[config.mk]
export PLATFORM = sky130hd
export DESIGN_NAME = reqack_rr_server
export DESIGN_NICKNAME = d
export VERILOG_FILES = /design/src/rtl/reqack_rr_server.sv
export SDC_FILE = /design/constraint.sdc
export NUM_CORES = 1
export LEC_CHECK = 0
export CAP_MARGIN = 20
export CORE_MARGIN = 10
export CORE_UTILIZATION = 44
export DETAILED_ROUTE_END_ITERATION = 10
export PLACE_DENSITY = 0.67
export RECOVER_POWER = 100
export SETUP_SLACK_MARGIN = 0.15
export SLEW_MARGIN = 25
export SYNTH_ARGS = -nofsm -noshare
export SYNTH_HDL_FRONTEND = slang
export SYNTH_SLANG_ARGS = --single-unit
[constraint.sdc]
create_clock -name clk -period 3.83 [get_ports clk]
set_input_delay 0.5745 -clock clk [delete_from_list [all_inputs] [get_ports clk]]
set_output_delay 0.5745 -clock clk [all_outputs]
set_load 0.02 [all_outputs]
[src/rtl/reqack_rr_server.sv]
// rtl/reqack_rr_server.sv - round-robin four-phase req/ack server with abort and per-channel watchdogs
module reqack_rr_server #(
    parameter int NCH = 4,
    parameter int SVC = 2,
    parameter int MAX = 5
) (
    input  logic                   clk,
    input  logic                   reset_n,
    input  logic [NCH-1:0]         req,
    input  logic                   intrpt,
    input  logic                   clr_err,
    output logic [NCH-1:0]         ack,
    output logic                   done,
    output logic                   abort,
    output logic                   busy,
    output logic [$clog2(NCH)-1:0] grant_id,
    output logic [NCH-1:0]         wait_err,
    output logic                   proto_err
);
    localparam int GW = $clog2(NCH);
    localparam int WW = $clog2(MAX + 1);
    localparam int CW = (SVC > 1) ? $clog2(SVC) : 1;

    typedef enum logic [1:0] {IDLE, SERVE, ACK} state_t;

    state_t          state, state_nxt;
    logic [GW-1:0]   ptr;
    logic [CW-1:0]   cnt;
    logic            abort_pend;
    logic            found_hi, found_lo, found, grant_now;
    logic [GW-1:0]   pick_hi, pick_lo, pick;
    logic [WW-1:0]   wd [NCH];

    // Round-robin search: prefer channels above the pointer, otherwise wrap to the lowest requester
    always_comb begin
        found_hi = 1'b0;
        found_lo = 1'b0;
        pick_hi  = '0;
        pick_lo  = '0;
        for (int i = 0; i < NCH; i++) begin
            if (req[i] && (GW'(i) > ptr) && !found_hi) begin
                found_hi = 1'b1;
                pick_hi  = GW'(i);
            end
            if (req[i] && (GW'(i) <= ptr) && !found_lo) begin
                found_lo = 1'b1;
                pick_lo  = GW'(i);
            end
        end
    end

    assign found     = found_hi | found_lo;
    assign pick      = found_hi ? pick_hi : pick_lo;
    assign grant_now = (state == IDLE) && !intrpt && found;

    // State register
    always_ff @(posedge clk or negedge reset_n) begin
        if (!reset_n) begin
            state <= IDLE;
        end else begin
            state <= state_nxt;
        end
    end

    // Next-state logic: intrpt cuts a service short, ACK always lasts one cycle
    always_comb begin
        state_nxt = state;
        case (state)
            IDLE:    if (grant_now) state_nxt = SERVE;
            SERVE:   if (intrpt || (cnt == '0)) state_nxt = ACK;
            ACK:     state_nxt = IDLE;
            default: state_nxt = IDLE;
        endcase
    end

    // Grant bookkeeping, service countdown and abort capture
    always_ff @(posedge clk or negedge reset_n) begin
        if (!reset_n) begin
            grant_id   <= '0;
            ptr        <= GW'(NCH - 1);
            cnt        <= '0;
            abort_pend <= 1'b0;
        end else if (grant_now) begin
            grant_id   <= pick;
            ptr        <= pick;
            cnt        <= CW'(SVC - 1);
            abort_pend <= 1'b0;
        end else if (state == SERVE) begin
            if (intrpt) begin
                abort_pend <= 1'b1;
            end else if (cnt != '0) begin
                cnt <= cnt - CW'(1);
            end
        end
    end

    // Watchdogs and sticky error flags; a set event beats a simultaneous clear
    always_ff @(posedge clk or negedge reset_n) begin
        if (!reset_n) begin
            for (int i = 0; i < NCH; i++) begin
                wd[i] <= '0;
            end
            wait_err  <= '0;
            proto_err <= 1'b0;
        end else begin
            for (int i = 0; i < NCH; i++) begin
                if (!req[i] || (grant_now && (pick == GW'(i))) || (busy && (grant_id == GW'(i)))) begin
                    wd[i] <= '0;
                    if (clr_err) wait_err[i] <= 1'b0;
                end else begin
                    if (wd[i] != WW'(MAX)) wd[i] <= wd[i] + WW'(1);
                    if (wd[i] >= WW'(MAX - 1)) wait_err[i] <= 1'b1;
                    else if (clr_err)          wait_err[i] <= 1'b0;
                end
            end
            if ((state == SERVE) && !req[grant_id]) proto_err <= 1'b1;
            else if (clr_err)                       proto_err <= 1'b0;
        end
    end

    assign busy  = (state != IDLE);
    assign done  = (state == ACK);
    assign abort = (state == ACK) && abort_pend;
    assign ack   = (state == ACK) ? (NCH'(1) << grant_id) : '0;

endmodule

==> summary.txt <==
Setup path
  • CP endpoint kind: output pin
  • Critical path class: register to output pin
  • CP Launch Type: register
  • Critical path peak fanout: 8
  • Reg2reg path depth: 3
  • Worst Path Required: 3260 ps
  • Crit path DAT: 2070 ps

CTS
  • CTS Hold Bufs: 0
  • Clock Pin Slew Worst Setup and Hold Paths: 140 ps
  • CTS buffer count: 3
  • Clock tree buffer depth: 2
  • TritonCTS clock tree: built
  • CTS H-tree depth: 1
  • Setup bufs post-CTS: 0
  • Clk_lat worst skew: 310 ps
  • Cts repair resizes: 0
  • Root Driver: clkbuf_4
  • CTS sink cnt: 25

Layout
  • # diodes: 0
  • Layout Cells excl Fill: 218
  • Ratio of cells with drive above 1 in the final layout: 4.02%
  • Fin nets: 191
  • Layout area overhead: 17.0%
  • Final Cell Area: 0.00167 mm²

Global routing
  • First-pass GRT wire length: 4.93 mm
  • Total track usage: 9.97%
  • Vias in the first global route: 1,043
  • Largest net degree at the start of global routing: 26
  • Initial antenna violation count: 0
  • Grt ovf: 0

Place
  • Gpl congestion: 0.808
  • Post-DP Area: 0.00166 mm²
  • Port Buf Inserts: 21
  • Placed insts: 214
  • Final HPWL DP: 2.33 mm
  • Post-placement setup slack: 1280 ps

STA
  • Crit share post-route: 68.9%
  • Final min period: 2640 ps
  • Setup violators final: 0
  • Max_slew headroom: 11.0%
  • Fin. max-slew vios: 0
  • Fmax: 0.379 GHz
  • RSZ-0062 raised after global routing: no
  • Setup_tns: 0 ps
  • Worst Skew: 0.794 ps
  • Final hold vios: 0
  • Slew at the pin with the worst max-slew slack: 1330 ps
  • Final WS setup: 1190 ps

Routing
  • Routed len/inst: 13.7 µm
  • Drt initial violations: 134
  • First drt pass iteration count: 4
  • DRC violations left: 0
  • Total number of vias: 1,156
  • Antenna Violating Nets Remaining: 0
  • Avg Vias per Cell: 5.30
  • Routed WL: 2.99 mm

Synthesis
  • Gate Count Post-Synth: 154
  • Sequential fraction of the synthesis area: 44.1%
  • Syn Area/Cell: 9.25 µm²
  • Post-Syn Area: 0.00142 mm²
  • Predominant post-synthesis flop cell: dfrtp_1
  • Mapped Nets: 170
  • Ys async rst share: 100%
  • Synthesis Warnings: 0
  • Synth cell types: 38
  • Yosys reg bits: 25
  • EDFF count, synth: 0

Floorplan
  • IO Pins: 22
  • Starting Density: 46.3%
  • Core ar.: 0.00308 mm²
  • # rows: 20
  • Die area: 0.00591 mm²
  • Die W: 76.9 µm
  • Die Ht: 76.9 µm

Power
  • Power Dens Cells: 559 mW/mm²
  • LEAKAGE: 0.000755 µW
  • Max IR drop VDD: 254 µV

Run status
  • Status: finished clean

Min path
  • Hold depth: 1
  • Min-Delay Path Class: register to register

Flow run
  • MaxCap Viol Count: 0
-- cells in the final DEF (no fill, tap or decap), drive strengths merged, types with 2 or more instances in the layout --
cell type,count
a21o,3
a21oi,15
a311oi,2
clkbuf,5
clkdlybuf4s50,4
dfrtp,23
dfstp,2
dlygate4sd3,16
ha,8
inv,14
nand2,13
nand2b,2
nand3,2
nand3b,4
nor2,12
nor2b,5
nor3,10
nor4,2
o211ai,4
o21ai,8
o22ai,2
o31a,2
xnor2,2
xor2,2
-- critical path, cell delays in order, from the launching register on --
cell and delay, ps:
dfrtp_1 480, nor2b_1 350, nand2_1 120, nor2_1 100, dlygate4sd3_1 690
-- layout make-up --
class | count | area [µm²]
Inverter | 14 | 52.6
Fill cell | 298 | 1410
Timing Repair Buffer | 21 | 204
Sequential cell | 25 | 628
Multi-Input combinational cell | 110 | 699
Tap cell | 44 | 55.1
Clock buffer | 4 | 26.3
-- where the power goes --
part / internal [µW] / switching [µW]
combinational: 168 / 209
clock: 40.7 / 79.0
sequential: 347 / 87.5
total: 555 / 375
-- synth_stat cells, types with 2 or more instances --
library cell,n,area (µm²)
nand3_1,2,10.0
dfrtp_1,23,576
dfstp_2,2,52.6
nand2b_1,2,12.5
o22ai_1,2,12.5
o31a_1,2,17.5
xnor2_1,2,17.5
nor2b_1,5,31.3
o211ai_1,4,30.0
clkbuf_1,2,7.51
nor3_1,10,50.1
a311oi_2,2,30.0
a21o_1,3,22.5
inv_1,14,52.6
ha_1,8,100
nor2_1,12,45.0
nand3b_1,4,30.0
o21ai_0,7,35.0
xor2_1,2,17.5
a21oi_1,15,75.1
nand2_1,13,48.8
buf_2,2,10.0
-- state kept, by name, indices dropped and copies added (netlist names) --
name        count
wd             12
wait_err        4
grant_id        2
ptr             2
state           2
abort_pend      1
cnt             1
proto_err       1
-- worst paths after layout --
path,startpoint,to,slack [ps]
worst min-delay path,cnt$_DFFE_PN0P_,state[1]$_DFFE_PN0P_,490
worst min register to register,cnt$_DFFE_PN0P_,state[1]$_DFFE_PN0P_,490
worst max-delay path,state[1]$_DFFE_PN0P_,ack[2],1190
max in group asynchronous,reset_n,wd[2]$_DFFE_PN0P_,2530
worst max register to register,state[1]$_DFFE_PN0P_,wait_err[3]$_DFF_PN0_,1910
min in group asynchronous,reset_n,wd[6]$_DFFE_PN0P_,520
-- layer usage --
metal / part of all wire (%) / global-route usage, %
met1: 47 / 12.9
met2: 49 / 15.9
met3: 3.3 / 2.21
met4: 0.94 / 3.35
met5: 0 / 0
-- through the flow --
step / hold WS (ps) / power [µW] / utilization, %
finish: 487 / 931 / 54.1
floorplan: 279 / 709 / -
detailed placement: 464 / 843 / 53.9
global route: 540 / 1010 / 54.1
CTS: 245 / 960 / 54.8
global placement: 469 / 826 / 54.1
-- kinds of logic after synthesis --
group | Yosys count | share of synthesized area [%]
buffers and inverters | 19 | 5.45
AOI/OAI and AO/OA | 41 | 19.0
muxes | 1 | 1.58
adders and majority gates | 8 | 7.03
xor gates and xnor gates | 4 | 2.46
and+or+nand+nor | 56 | 20.4
DFF | 25 | 44.1
(Power assumes the default switching activity.)
